$ cat src/rtl/mvm_pkg.sv
// Shared definitions for the MVM stream feeder: default dimensions,
// feeder FSM state encoding and the packed result record used by
// engine-side logic.
package mvm_pkg;

  localparam int MVM_N  = 3;
  localparam int MVM_IW = 8;
  localparam int MVM_OW = 16;

  localparam logic [15:0] MVM_LFSR_SEED = 16'hACE1;

  typedef enum logic [1:0] {
    ST_IDLE = 2'd0,
    ST_SEND = 2'd1,
    ST_RECV = 2'd2,
    ST_DONE = 2'd3
  } feed_state_t;

  typedef struct packed {
    logic                     ovf;
    logic signed [MVM_OW-1:0] y;
  } mvm_result_t;

endpackage

$ cat src/rtl/mvm_lfsr16.sv
// 16-bit Fibonacci LFSR (taps 16,14,13,11) used to throttle the feeder
// handshakes in stress builds. Steps once per cycle while en is high.
module mvm_lfsr16 #(
  parameter logic [15:0] SEED = 16'hACE1
) (
  input  logic        clk,
  input  logic        reset,
  input  logic        en,
  output logic [15:0] q
);

  logic fb;

  assign fb = q[15] ^ q[13] ^ q[12] ^ q[10];

  // Shift register with synchronous active-low reload of the seed.
  always_ff @(posedge clk) begin
    if (!reset) begin
      q <= SEED;
    end else if (en) begin
      q <= {q[14:0], fb};
    end
  end

endmodule

$ cat src/rtl/mvm_stream_feeder.sv
// Initiator end of the MVM stream protocol. Holds one job (NxN matrix
// row-major followed by the N-vector), streams it word by word to an
// engine over valid/ready, then captures the N results and their overflow
// flags into a readable result buffer.
// Optional build macro MVM_FEED_THROTTLE_EN: an LFSR randomly gates the
// rise of m_valid and the s_ready level to stress the engine handshakes.
module mvm_stream_feeder
  import mvm_pkg::*;
#(
  parameter int          N         = MVM_N,
  parameter int          IW        = MVM_IW,
  parameter int          OW        = MVM_OW,
  parameter logic [15:0] LFSR_SEED = MVM_LFSR_SEED,
  localparam int         J         = N * N + N,
  localparam int         AW        = $clog2(J),
  localparam int         RW        = $clog2(N)
) (
  input  logic                 clk,
  input  logic                 reset,
  input  logic                 ld_en,
  input  logic [AW-1:0]        ld_addr,
  input  logic signed [IW-1:0] ld_data,
  input  logic                 start,
  output logic                 busy,
  output logic                 done,
  output logic                 m_valid,
  input  logic                 m_ready,
  output logic signed [IW-1:0] m_data,
  input  logic                 s_valid,
  output logic                 s_ready,
  input  logic signed [OW-1:0] s_data,
  input  logic                 s_overflow,
  input  logic [RW-1:0]        rd_addr,
  output logic signed [OW-1:0] rd_data,
  output logic                 rd_ovf
);

  localparam logic [AW-1:0] SND_LAST = AW'(J - 1);
  localparam logic [RW-1:0] RCV_LAST = RW'(N - 1);

  feed_state_t          state;
  logic [AW-1:0]        snd_cnt;
  logic [RW-1:0]        rcv_cnt;
  logic                 m_valid_q;
  logic                 s_ready_q;
  logic                 snd_go;
  logic                 m_xfer;
  logic                 s_xfer;

  logic signed [IW-1:0] job     [J];
  logic signed [OW-1:0] res_y   [N];
  logic                 res_ovf [N];

`ifdef MVM_FEED_THROTTLE_EN
  logic [15:0] lfsr;

  mvm_lfsr16 #(
    .SEED (LFSR_SEED)
  ) u_lfsr (
    .clk   (clk),
    .reset (reset),
    .en    (1'b1),
    .q     (lfsr)
  );

  // m_valid may only be raised when lfsr[0] is set; s_ready follows lfsr[1]
  // while receiving.
  assign snd_go  = lfsr[0];
  assign s_ready = s_ready_q & lfsr[1];
`else
  assign snd_go  = 1'b1;
  assign s_ready = s_ready_q;
`endif

  assign m_xfer  = m_valid_q & m_ready;
  assign s_xfer  = s_valid & s_ready;

  // m_data is addressed by the registered send counter, so it cannot move
  // while a word is stalled.
  assign m_valid = m_valid_q;
  assign m_data  = job[snd_cnt];
  assign rd_data = res_y[rd_addr];
  assign rd_ovf  = res_ovf[rd_addr];

  // Job control FSM with registered handshake and status outputs.
  always_ff @(posedge clk) begin
    if (!reset) begin
      state     <= ST_IDLE;
      busy      <= 1'b0;
      done      <= 1'b0;
      m_valid_q <= 1'b0;
      s_ready_q <= 1'b0;
      snd_cnt   <= '0;
      rcv_cnt   <= '0;
    end else begin
      done <= 1'b0;
      unique case (state)
        ST_IDLE: begin
          if (start) begin
            state     <= ST_SEND;
            busy      <= 1'b1;
            snd_cnt   <= '0;
            rcv_cnt   <= '0;
            m_valid_q <= snd_go;
          end
        end
        ST_SEND: begin
          if (m_xfer) begin
            if (snd_cnt == SND_LAST) begin
              state     <= ST_RECV;
              m_valid_q <= 1'b0;
              s_ready_q <= 1'b1;
            end else begin
              snd_cnt   <= snd_cnt + AW'(1);
              m_valid_q <= snd_go;
            end
          end else if (!m_valid_q) begin
            m_valid_q <= snd_go;
          end
        end
        ST_RECV: begin
          if (s_xfer) begin
            if (rcv_cnt == RCV_LAST) begin
              state     <= ST_DONE;
              s_ready_q <= 1'b0;
              done      <= 1'b1;
              busy      <= 1'b0;
            end else begin
              rcv_cnt <= rcv_cnt + RW'(1);
            end
          end
        end
        ST_DONE: begin
          state <= ST_IDLE;
        end
        default: begin
          state <= ST_IDLE;
        end
      endcase
    end
  end

  // Result buffer: cleared by reset, overflow flags cleared at job start,
  // one entry captured per accepted result.
  always_ff @(posedge clk) begin
    if (!reset) begin
      for (int i = 0; i < N; i++) begin
        res_y[i]   <= '0;
        res_ovf[i] <= 1'b0;
      end
    end else if (state == ST_IDLE && start) begin
      for (int i = 0; i < N; i++) begin
        res_ovf[i] <= 1'b0;
      end
    end else if (state == ST_RECV && s_xfer) begin
      res_y[rcv_cnt]   <= s_data;
      res_ovf[rcv_cnt] <= s_overflow;
    end
  end

  // Job buffer write port; locked while a job is running and during reset.
  always_ff @(posedge clk) begin
    if (reset && ld_en && !busy && (int'(ld_addr) < J)) begin
      job[ld_addr] <= ld_data;
    end
  end

endmodule

$ cat config.mk
export PLATFORM = sky130hd
export DESIGN_NAME = mvm_stream_feeder
export DESIGN_NICKNAME = d
export VERILOG_FILES = /design/src/rtl/mvm_pkg.sv /design/src/rtl/mvm_lfsr16.sv /design/src/rtl/mvm_stream_feeder.sv
export SDC_FILE = /design/constraint.sdc
export NUM_CORES = 1
export LEC_CHECK = 0
export ABC_AREA = 1
export BUFFER_PORTS_ARGS = -buffer_cell sky130_fd_sc_hd__buf_2
export CELL_PAD_IN_SITES_DETAIL_PLACEMENT = 1
export CELL_PAD_IN_SITES_GLOBAL_PLACEMENT = 1
export CORE_ASPECT_RATIO = 1.4
export CORE_MARGIN = 4
export CORE_UTILIZATION = 35
export CTS_CLUSTER_SIZE = 12
export DETAILED_ROUTE_END_ITERATION = 10
export PLACE_DENSITY_LB_ADDON = 0.1
export REMOVE_ABC_BUFFERS = 1
export SYNTH_ARGS = -nofsm -noshare
export SYNTH_HDL_FRONTEND = slang
export SYNTH_HIERARCHICAL = 1
export SYNTH_SLANG_ARGS = --single-unit
$ cat constraint.sdc
create_clock -name clk -period 3.55 [get_ports clk]
set_clock_uncertainty 0.15 [all_clocks]
set_input_delay 0.71 -clock clk [delete_from_list [all_inputs] [get_ports clk]]
set_output_delay 0.71 -clock clk [all_outputs]
set_load 0.1 [all_outputs]
==> metrics.csv <==
metric,value,unit
status,"complete, no violations",
busiest_layer,met2,
wl_per_cell,18.26,um
grt_use_met1,0.1925,
cp_slowest_cell,buf_2,
crit_chain,inv_1 > buf_4 > o21ai_0 > o22ai_1 > nand2_1 > nand2_1 > buf_2,
dr.pass1.iters,4,
drc_errors,0,
dp_cells,1064,
r2r_setup_slack,1.28,ns
hold_viol_final,0,
intPower,3.868,mW
htreeDepth,4,
antenna_found_initial,0,
r2r-start,state[0],
synth_seq_area_share,0.6855,
finalPower,6.606,mW
cp_data_required_time,2.69,ns
cts_buffers,17,
fin_cells,1096,
grt_pass1_wl,31.66,mm
initial_core_util,0.3582,
cap_violations,0,
yosysTopAreaCellShare,0.6437,
dr.first_iter.drc_count,286,
worst_slew_pin_slew,0.7776,ns
min_path_cells,1,
slew_violations,0,
core.rowCount,63,
nNetsFinal,838,
core_area,21360,um^2
num_io_pins,66,
p_comb_frac,0.359,
clkSinkCount,180,
reg2reg_depth,9,
n_antenna_cell,0,
drive_gt1_frac,0.1592,
slew_headroom,0.4797,
finalCriticalPeriod,3.165,ns
leakagePower,3.629,nW
cp_max_fo,14,
end_kind,output pin,
use_met3,0.02305,
final_common_cell,edfxtp_1,
root_buffer,clkbuf_16,
crit_arrival,2.30,ns
rsz0062_at_grt,no,
hold-path-endpoint,res_y[3][4],
cts_tree,done,
cts_hold_buf,0,
slowest_delay,0.43,ns
via_per_inst,4.889,
regToRegEndpoint,res_y[1][1],
max_freq,316.0,MHz
insertion_delay,0.43,ns
die_x,133.0,um
cts_resized,0,
grt-ovfl-total,0,
yosysTopAreaCell,edfxtp_1,
drt_wl_total,20.01,mm
ys.warnings.count,6,
crit_top_cell,nand2_1,
port_buffers,65,
post-dp-hpwl,13.66,mm
design.die.area,24320,um^2
cts_buffer_depth,2,
num_vias,5358,
ir_drop,0.3396,mV
p_clk_frac,0.264,
gr-usage-met2,0.3232,
switching_share,0.4145,
synthCells,714,
grt_max_degree,35,
layout.cells.most_common_list,"164 x edfxtp_1, 161 x nand2_1, 131 x nor2_1, 58 x o21ai_0, 53 x inv_1",
gp_congestion,0.7595,
critPathKind,register to output pin,
ys_ff_latch,180,
start_kind,register,
fin_crit_sh,0.8915,
synth_cell_types,23,
synthesis.area,7651,um^2
p_switching,2.739,mW
dp_slack,0.4530,ns
clk_pin_slew,0.07,ns
holdCritStartpoint,s_data[4],
grt_pass1_vias,5781,
power.share.sequential,0.377,
setup_viol,0,
hp-class,input port to register,
avgSynthCellArea,10.72,um^2
cellPowerDensity,721.2,nW/um^2
areaGrowthSynthToFinish,19.72,%
die_h,182.9,um
synth_area_leaders,"edfxtp_1 64%, nand2_1 7.9%, nor2_1 6.4%, dfxtp_1 4.2%, o21ai_0 3.8%",
drtAntennaViolNets,0,
n_fill_cell,2360,
cts_setup_buffers,0,
fin_ws,0.3851,ns
grtUsageTotal,0.1695,
-- power groups by stage --
stage | Sequential [mW] | Combinational [mW] | Clock [mW]
2_1_floorplan | 2.62 | 1.65 | 0
3_3_place_gp | 2.54 | 2.37 | 0
3_5_place_dp | 2.54 | 2.41 | 0
4_1_cts | 2.49 | 2.42 | 1.78
5_1_grt | 2.51 | 2.60 | 1.88
6_report | 2.49 | 2.37 | 1.74
-- how the worst max path moves through the flow --
stage	startpoint	endpoint	slack, ns
after floorplan	register	m_data[0]	-0.13
after CTS	register	m_data[2]	0.35
after detailed placement	rd_addr[1]	rd_data[6]	0.45
final	register	m_data[2]	0.39
after global placement	rd_addr[1]	rd_data[6]	0.54
after global routing	register	m_data[2]	0.17
-- logic make-up (layout without fill, tap and decap cells) --
family / Yosys count / count (layout) / synth area share
buffers and inverters: 84 / 174 / 0.04628
adders and majority gates: 10 / 10 / 0.01635
and+or+nand+nor: 339 / 339 / 0.1784
AOI/OAI and AO/OA: 101 / 101 / 0.07343
DFF: 180 / 180 / 0.6855
-- layer usage --
layer	wire, um	vias up
li1	-	2580
met3	527	24
met1	8137	2668
met2	10990	86
met4	354	0
met5	0	-
-- flip-flops by register name (all words and copies together), names as in the netlist, named ones only --
| signal | count |
|---|---|
| m_valid | 1 |
| snd_cnt | 4 |
| state | 2 |
| busy | 1 |
| rcv_cnt | 2 |
| res_y | 64 |
| s_ready | 1 |
| done | 1 |
| res_ovf | 4 |
| job | 96 |
-- Yosys cell counts --
library cell and number:
nand2_4 3, or2_2 2, nand4_1 3, nor2_1 131
inv_2 1, a211oi_2 1, nor3_1 2, o21ai_0 58
nor2_2 3, o211ai_1 7, buf_6 3, ha_1 10
nand3_2 1, a21oi_1 10, buf_2 12, edfxtp_1 164
nand3_1 33, inv_1 53, clkbuf_1 14, nand2_1 161
dfxtp_1 16, clkinv_2 1, o22ai_1 25
-- critical path, delay by kind of cell (launching register included) --
| kind | cells | cell delay, ns |
|---|---|---|
| buf+inv | 3 | 1.12 |
| flops | 1 | 0.31 |
| compound gates | 2 | 0.25 |
| simple gates | 2 | 0.19 |
-- stage by stage --
| stage | utilization | cell area (um^2) | setup TNS [ns] | hold slack [ns] |
|---|---|---|---|---|
| finish | 0.4288 | 9160 | 0 | 0.3112 |
| global route | 0.4288 | 9160 | 0 | 0.2999 |
| CTS | 0.4288 | 9160 | 0 | 0.3000 |
| detailed placement | 0.4040 | 8630 | 0 | 0.3404 |
| global placement | 0.4040 | 8630 | 0 | 0.3273 |
| floorplan | - | 7505 | -2.711 | 0.3368 |
-- area by class of cell --
class | instances | area (um^2) | area share
flip-flops and latches | 180 | 5246 | 0.5727
multi-input cells | 450 | 2052 | 0.2240
repair buffers | 87 | 758.2 | 0.08278
clock buffers | 19 | 432.9 | 0.04726
well taps | 292 | 365.4 | 0.03989
inverters | 55 | 207.7 | 0.02267
clock inverters | 13 | 97.59 | 0.01065
Power figures use the tool's default switching activity.
